[config.mk]
export PLATFORM = sky130hd
export DESIGN_NAME = beam_trig_scaler_flat
export DESIGN_NICKNAME = d
export VERILOG_FILES = /design/src/rtl/beam_trig_scaler_if.sv /design/src/rtl/beam_trig_scaler.sv /design/src/flat_wrapper.sv
export SDC_FILE = /design/constraint.sdc
export NUM_CORES = 1
export LEC_CHECK = 0
export ABC_CLOCK_PERIOD_IN_PS = 3700
export CAP_MARGIN = 25
export CORE_MARGIN = 5
export CORE_UTILIZATION = 60
export CTS_CLUSTER_SIZE = 20
export DETAILED_ROUTE_END_ITERATION = 7
export PLACE_DENSITY = 0.85
export SETUP_SLACK_MARGIN = 0.02
export SLEW_MARGIN = 15
export SYNTH_ARGS = -nofsm -noshare
export SYNTH_HDL_FRONTEND = slang
export SYNTH_SLANG_ARGS = --single-unit
[constraint.sdc]
create_clock -name clk_i -period 3.7 [get_ports clk_i]
set_input_delay 0.555 -clock clk_i [delete_from_list [all_inputs] [get_ports clk_i]]
set_output_delay 0.555 -clock clk_i [all_outputs]
set_load 0.1 [all_outputs]
[src/rtl/beam_trig_scaler_if.sv]
// beam_trig_scaler_if
//   Latched scaler stream between beam_trig_scaler and its consumer.
//   Parameter CNT_WIDTH must match the scaler instance.
//
//   scal_o        latched counts, beam 0 in the low half, beam 1 in the high half
//   scal_valid_o  latched counts available, held until accepted
//   scal_ready_i  consumer accepts scal_o while scal_valid_o is high
//   overrun_o     sticky flag: unread counts were overwritten
//
//   master = scaler side, slave = consumer side.

interface beam_trig_scaler_if #(
    parameter int CNT_WIDTH = 16
);
    logic [2*CNT_WIDTH-1:0] scal_o;
    logic                   scal_valid_o;
    logic                   scal_ready_i;
    logic                   overrun_o;

    modport master (
        output scal_o,
        output scal_valid_o,
        output overrun_o,
        input  scal_ready_i
    );

    modport slave (
        input  scal_o,
        input  scal_valid_o,
        input  overrun_o,
        output scal_ready_i
    );
endinterface

[src/rtl/beam_trig_scaler.sv]
// beam_trig_scaler
//   Per-beam trigger edge qualification with holdoff, plus a gated scaler
//   that counts accepted triggers over a programmable gate and latches the
//   counts to a valid/ready output.
//
//   clk_i      sole clock, rising edge
//   rst_i      synchronous, active-high reset
//   trigger_i  raw per-beam triggers (bit n = beam n)
//   enable_i   high = scaler running
//   holdoff_i  dead-time in clocks after each accepted trigger
//   period_i   gate length minus 1, in clocks
//   trig_o     holdoff-qualified one-clock trigger pulses
//   scal_if    latched count stream (master side)
//
//   Build option: define SCALER_OVERRUN_EN to build the sticky overrun flag;
//   otherwise overrun_o is tied low.
//
//   state | meaning
//   IDLE  | scaler stopped, running counts and gate position held at 0
//   RUN   | gate running, accepted triggers counted, latch on terminal cycle

module beam_trig_scaler #(
    parameter int CNT_WIDTH    = 16,
    parameter int PERIOD_WIDTH = 24
) (
    input  logic                    clk_i,
    input  logic                    rst_i,
    input  logic [1:0]              trigger_i,
    input  logic                    enable_i,
    input  logic [7:0]              holdoff_i,
    input  logic [PERIOD_WIDTH-1:0] period_i,
    output logic [1:0]              trig_o,
    beam_trig_scaler_if.master      scal_if
);

    typedef enum logic {
        IDLE = 1'b0,
        RUN  = 1'b1
    } state_t;

    state_t state, state_nxt;
    logic   run_active;
    logic   gate_start;
    logic   gate_stop;

    logic [1:0]              trig_prev;
    logic [7:0]              holdoff_cnt [2];
    logic [1:0]              accept;
    logic [CNT_WIDTH-1:0]    run_cnt     [2];
    logic [CNT_WIDTH-1:0]    run_inc     [2];
    logic [PERIOD_WIDTH-1:0] period_cnt;
    logic [PERIOD_WIDTH-1:0] period_reg;
    logic                    terminal;
    logic [2*CNT_WIDTH-1:0]  scal_q;
    logic                    scal_valid_q;

    always_ff @(posedge clk_i) begin
        if (rst_i) state <= IDLE;
        else       state <= state_nxt;
    end

    always_comb begin
        state_nxt  = state;
        run_active = 1'b0;
        gate_start = 1'b0;
        gate_stop  = 1'b0;
        case (state)
            IDLE: begin
                if (enable_i) begin
                    state_nxt  = RUN;
                    gate_start = 1'b1;
                end
            end
            RUN: begin
                run_active = 1'b1;
                if (!enable_i) begin
                    state_nxt = IDLE;
                    gate_stop = 1'b1;
                end
            end
            default: state_nxt = IDLE;
        endcase
    end

    // Rising edge with the holdoff window expired.
    always_comb begin
        for (int n = 0; n < 2; n++) begin
            accept[n] = trigger_i[n] & ~trig_prev[n] & (holdoff_cnt[n] == 8'd0);
        end
    end

    // History resets to 1 so a trigger held high through reset is not an edge.
    always_ff @(posedge clk_i) begin
        if (rst_i) begin
            trig_prev <= 2'b11;
            trig_o    <= 2'b00;
            for (int n = 0; n < 2; n++) holdoff_cnt[n] <= 8'd0;
        end else begin
            trig_prev <= trigger_i;
            trig_o    <= accept;
            for (int n = 0; n < 2; n++) begin
                if (accept[n])                  holdoff_cnt[n] <= holdoff_i;
                else if (holdoff_cnt[n] != 8'd0) holdoff_cnt[n] <= holdoff_cnt[n] - 8'd1;
            end
        end
    end

    // Saturating count including this cycle's trigger, so a trigger in the
    // terminal cycle still lands in the latched value.
    always_comb begin
        for (int n = 0; n < 2; n++) begin
            if (run_active && accept[n] && (run_cnt[n] != {CNT_WIDTH{1'b1}}))
                run_inc[n] = run_cnt[n] + CNT_WIDTH'(1);
            else
                run_inc[n] = run_cnt[n];
        end
    end

    assign terminal = run_active && (period_cnt == period_reg);

    always_ff @(posedge clk_i) begin
        if (rst_i) begin
            period_cnt <= '0;
            period_reg <= '0;
            scal_q     <= '0;
            for (int n = 0; n < 2; n++) run_cnt[n] <= '0;
        end else if (!run_active) begin
            period_cnt <= '0;
            for (int n = 0; n < 2; n++) run_cnt[n] <= '0;
            if (gate_start) period_reg <= period_i;
        end else if (terminal) begin
            period_cnt <= '0;
            period_reg <= period_i;
            scal_q     <= {run_inc[1], run_inc[0]};
            for (int n = 0; n < 2; n++) run_cnt[n] <= '0;
        end else begin
            period_cnt <= period_cnt + PERIOD_WIDTH'(1);
            for (int n = 0; n < 2; n++) run_cnt[n] <= run_inc[n];
        end
    end

    // A latch on the accepting edge keeps valid high.
    always_ff @(posedge clk_i) begin
        if (rst_i)                     scal_valid_q <= 1'b0;
        else if (terminal)             scal_valid_q <= 1'b1;
        else if (scal_if.scal_ready_i) scal_valid_q <= 1'b0;
    end

    assign scal_if.scal_o       = scal_q;
    assign scal_if.scal_valid_o = scal_valid_q;

`ifdef SCALER_OVERRUN_EN
    logic overrun_q;

    always_ff @(posedge clk_i) begin
        if (rst_i)
            overrun_q <= 1'b0;
        else if (gate_stop)
            overrun_q <= 1'b0;
        else if (terminal && scal_valid_q && !scal_if.scal_ready_i)
            overrun_q <= 1'b1;
    end

    assign scal_if.overrun_o = overrun_q;
`else
    assign scal_if.overrun_o = 1'b0;
`endif

endmodule

[src/flat_wrapper.sv]
// flat-port wrapper written by rule: the top's interface ports become plain ports
module beam_trig_scaler_flat 
#(
    parameter int CNT_WIDTH    = 16,
    parameter int PERIOD_WIDTH = 24
)
  (clk_i, rst_i, trigger_i, enable_i, holdoff_i, period_i, trig_o, scal_if_scal_o, scal_if_scal_valid_o, scal_if_overrun_o, scal_if_scal_ready_i);
  beam_trig_scaler_if #(.CNT_WIDTH(CNT_WIDTH)) scal_if_i ();
  input  logic clk_i;
  input  logic rst_i;
  input  logic [1:0] trigger_i;
  input  logic enable_i;
  input  logic [7:0] holdoff_i;
  input  logic [PERIOD_WIDTH-1:0] period_i;
  output logic [1:0] trig_o;
  output wire logic [$bits(scal_if_i.scal_o)-1:0] scal_if_scal_o;
  output wire logic [$bits(scal_if_i.scal_valid_o)-1:0] scal_if_scal_valid_o;
  output wire logic [$bits(scal_if_i.overrun_o)-1:0] scal_if_overrun_o;
  input wire logic [$bits(scal_if_i.scal_ready_i)-1:0] scal_if_scal_ready_i;
  assign scal_if_scal_o = scal_if_i.scal_o;
  assign scal_if_scal_valid_o = scal_if_i.scal_valid_o;
  assign scal_if_overrun_o = scal_if_i.overrun_o;
  assign scal_if_i.scal_ready_i = scal_if_scal_ready_i;
  beam_trig_scaler #(.CNT_WIDTH(CNT_WIDTH), .PERIOD_WIDTH(PERIOD_WIDTH)) u_core (.clk_i(clk_i), .rst_i(rst_i), .trigger_i(trigger_i), .enable_i(enable_i), .holdoff_i(holdoff_i), .period_i(period_i), .trig_o(trig_o), .scal_if(scal_if_i));
endmodule
==> results.json <==
{
  "status": "finished, final reports clean",
  "dp_slack_ps": 961,
  "wl_per_cell_microns": 15.4,
  "dpl_cell_area_sq_um": 7120,
  "htree_levels": 4,
  "yosysTopAreaCellShare_pct": 27.7,
  "cts_buffers": 17,
  "fmax_mhz": 379,
  "power_switching_uw": 1070,
  "antenna_found_initial": 0,
  "switching_share_pct": 26.5,
  "crit_type": "flop to flop",
  "row_count": 37,
  "intPower_uw": 2970,
  "dp_hpwl_microns": 9320,
  "coreArea_sq_um": 10200,
  "num_vias": 4879,
  "required_ps": 4140,
  "multi_input_comb_area_sq_um": 3000,
  "placed_cells": 843,
  "numPortBuffers": 72,
  "overflow": 0,
  "antennaDiodeCount": 0,
  "ir_drop_mv": 0.375,
  "hold_path.class": "flop to flop",
  "leakage_uw": 0.00294,
  "clockRootBuffer": "clkbuf_8",
  "grt.total_usage_pct": 22.0,
  "finalCriticalPeriod_ps": 2640,
  "grt_pass1_vias": 4722,
  "stdcell_area_sq_um": 7700,
  "clk_pin_slew_ps": 60,
  "synthArstFlopShare_pct": 0,
  "end_kind": "flop",
  "worstPathArrival_ps": 3080,
  "grt_pass1_wl_microns": 22500,
  "synth_top_flop_cell": "dfxtp_1",
  "fillers": 659,
  "hp-start": "u_core.scal_if.scal_o[18]$_SDFFE_PP0P_",
  "setup_ws_ps": 1060,
  "cts_setup_buffers": 0,
  "worstPathMaxFanout": 60,
  "ys_types": 50,
  "synth_seq_area_share_pct": 50.9,
  "p_per_area_nw_per_um2": 525,
  "hold_path_end": "u_core.scal_if.scal_o[18]$_SDFFE_PP0P_",
  "synthTopCellsByCount": "nor2_1 (124), dfxtp_1 (86), xor2_1 (63)",
  "setup-violations-final": 0,
  "reg2reg_from": "u_core.period_cnt[13]$_SDFF_PP0_",
  "hold_depth": 2,
  "nets": 769,
  "hold_viol_final": 0,
  "final_cells": 875,
  "yosysTopAreaCell": "dfxtp_1",
  "ioPinCount": 74,
  "drive_above_1_share_pct": 6.77,
  "die_height_microns": 112,
  "slew_violations": 0,
  "seq_area_sq_um": 3160,
  "cts_sinks": 134,
  "die_area_sq_um": 12500,
  "cts-resized-gates": 0,
  "start_kind": "flop",
  "clk_latency_ps": 520,
  "reg2reg_setup_slack_ps": 1060,
  "r2r_cells": 7,
  "synth-seq-cells": 134,
  "tightest_slew_ps": 986,
  "fin_tns_setup_ps": 0,
  "die_x_microns": 112,
  "synth_edf_count": 48,
  "rsz0062_at_grt": "false",
  "yosysMostFrequentCell": "nor2_1",
  "max-cap-violations": 0,
  "finalHoldWorstSlack_ps": 495,
  "seqPwrFrac_pct": 44.5,
  "cts_tree": "built",
  "combPwrFrac_pct": 15.6,
  "vias_per_cell": 5.58,
  "drt-total-wl_microns": 13500,
  "synthToLayoutAreaGrowth_pct": 23.8,
  "netlist_instances": 628,
  "drcViolationCount": 0,
  "finalWeightedCongestion": 0.895,
  "clkPwrFrac_pct": 40.0,
  "initial_core_util_pct": 60.8,
  "syn-cell-area_sq_um": 6220,
  "finalCritPeriodShare_pct": 71.3,
  "cts.path.max_buffers": 2,
  "yosys-top-cells-area": "dfxtp_1 (28%), edfxtp_1 (23%), xor2_1 (8.9%)",
  "slew_headroom_pct": 34.1,
  "yosys_warnings": 0,
  "r2r_end": "u_core.scal_if.scal_o[12]$_SDFFE_PP0P_",
  "grt_max_degree": 61,
  "first_iter_violations": 269,
  "synth_area_per_cell_sq_um": 9.90,
  "ctsHoldBuffers": 0,
  "detail-route-antenna-nets": 0,
  "fin_worst_skew_ps": 7.73,
  "first_pass_iters": 5
}
-- placed cells by master, fill, tap and decap left out, drive strengths merged, types with 15 or more instances in the layout --
cell type	Yosys	final
nand3	34	34
mux2i	27	27
a211oi	31	31
xor2	63	63
and3	17	17
o21ai	15	15
nand2	29	29
dfxtp	86	86
clkdlybuf4s50	0	71
nand4	16	16
clkbuf	14	25
xnor2	18	18
conb	2	33
nor2	125	125
edfxtp	48	48
-- per-stage QoR --
step                util [%]  power (uW)
global placement        69.6        2400
global route            75.2        4230
detailed placement      69.6        2440
floorplan                  -        2270
CTS                     75.2        4050
finish                  75.2        4040
-- cell families after synthesis --
logic type | Yosys count | share of synthesized area, %
compound gates | 62 | 6.96
xor+xnor | 81 | 11.4
fa+ha+maj | 5 | 1.01
buf+inv | 39 | 2.88
flops | 134 | 50.9
mux | 29 | 4.71
other cells | 2 | 0.121
simple gates | 276 | 22.0
-- how the worst max path moves through the flow --
stage,slack (ps),cells after the start,startpoint,to
2_1_floorplan,1400,8,u_core.holdoff_cnt[0][0]$_SDFFCE_PP0P_,u_core.run_cnt[0][14]$_SDFFCE_PN0P_
3_3_place_gp,1110,5,rst_i,u_core.run_cnt[0][21]$_SDFFCE_PN0P_
3_5_place_dp,960,5,rst_i,u_core.run_cnt[0][26]$_SDFFCE_PN0P_
4_1_cts,1050,7,u_core.period_cnt[13]$_SDFF_PP0_,u_core.scal_if.scal_o[12]$_SDFFE_PP0P_
5_1_grt,860,7,u_core.period_cnt[13]$_SDFF_PP0_,u_core.scal_if.scal_o[12]$_SDFFE_PP0P_
6_report,1060,7,u_core.period_cnt[13]$_SDFF_PP0_,u_core.scal_if.scal_o[12]$_SDFFE_PP0P_
-- critical path: stages (launching register included) --
cell and delay, ps:
dfxtp_1 420, xor2_1 120, nor4_1 390, nand4_1 400
nor3_4 260, buf_4 510, o211ai_1 230, a21oi_1 210
-- area by class of cell --
class	instances	area share, %
flip-flops and latches	134	41.1
multi-input cells	486	38.9
repair buffers	76	9.69
clock buffers	25	6.71
well taps	136	2.21
clock inverters	7	0.829
inverters	11	0.536
-- metal layers --
layer  track usage (%)  share of wire (%)  wire length, microns
met1              28.1                 44                  5870
met2              36.1                 48                  6520
met3              5.38                5.6                   756
met4              8.84                2.3                   308
met5                 0                  0                     0
-- power groups by stage --
stage | combinational [uW] | sequential [uW] | clock [uW]
final | 630 | 1800 | 1610
after global routing | 699 | 1810 | 1720
after CTS | 630 | 1790 | 1630
after detailed placement | 614 | 1820 | 0
after global placement | 594 | 1810 | 0
after floorplan | 445 | 1830 | 0
(Power assumes the default switching activity.)
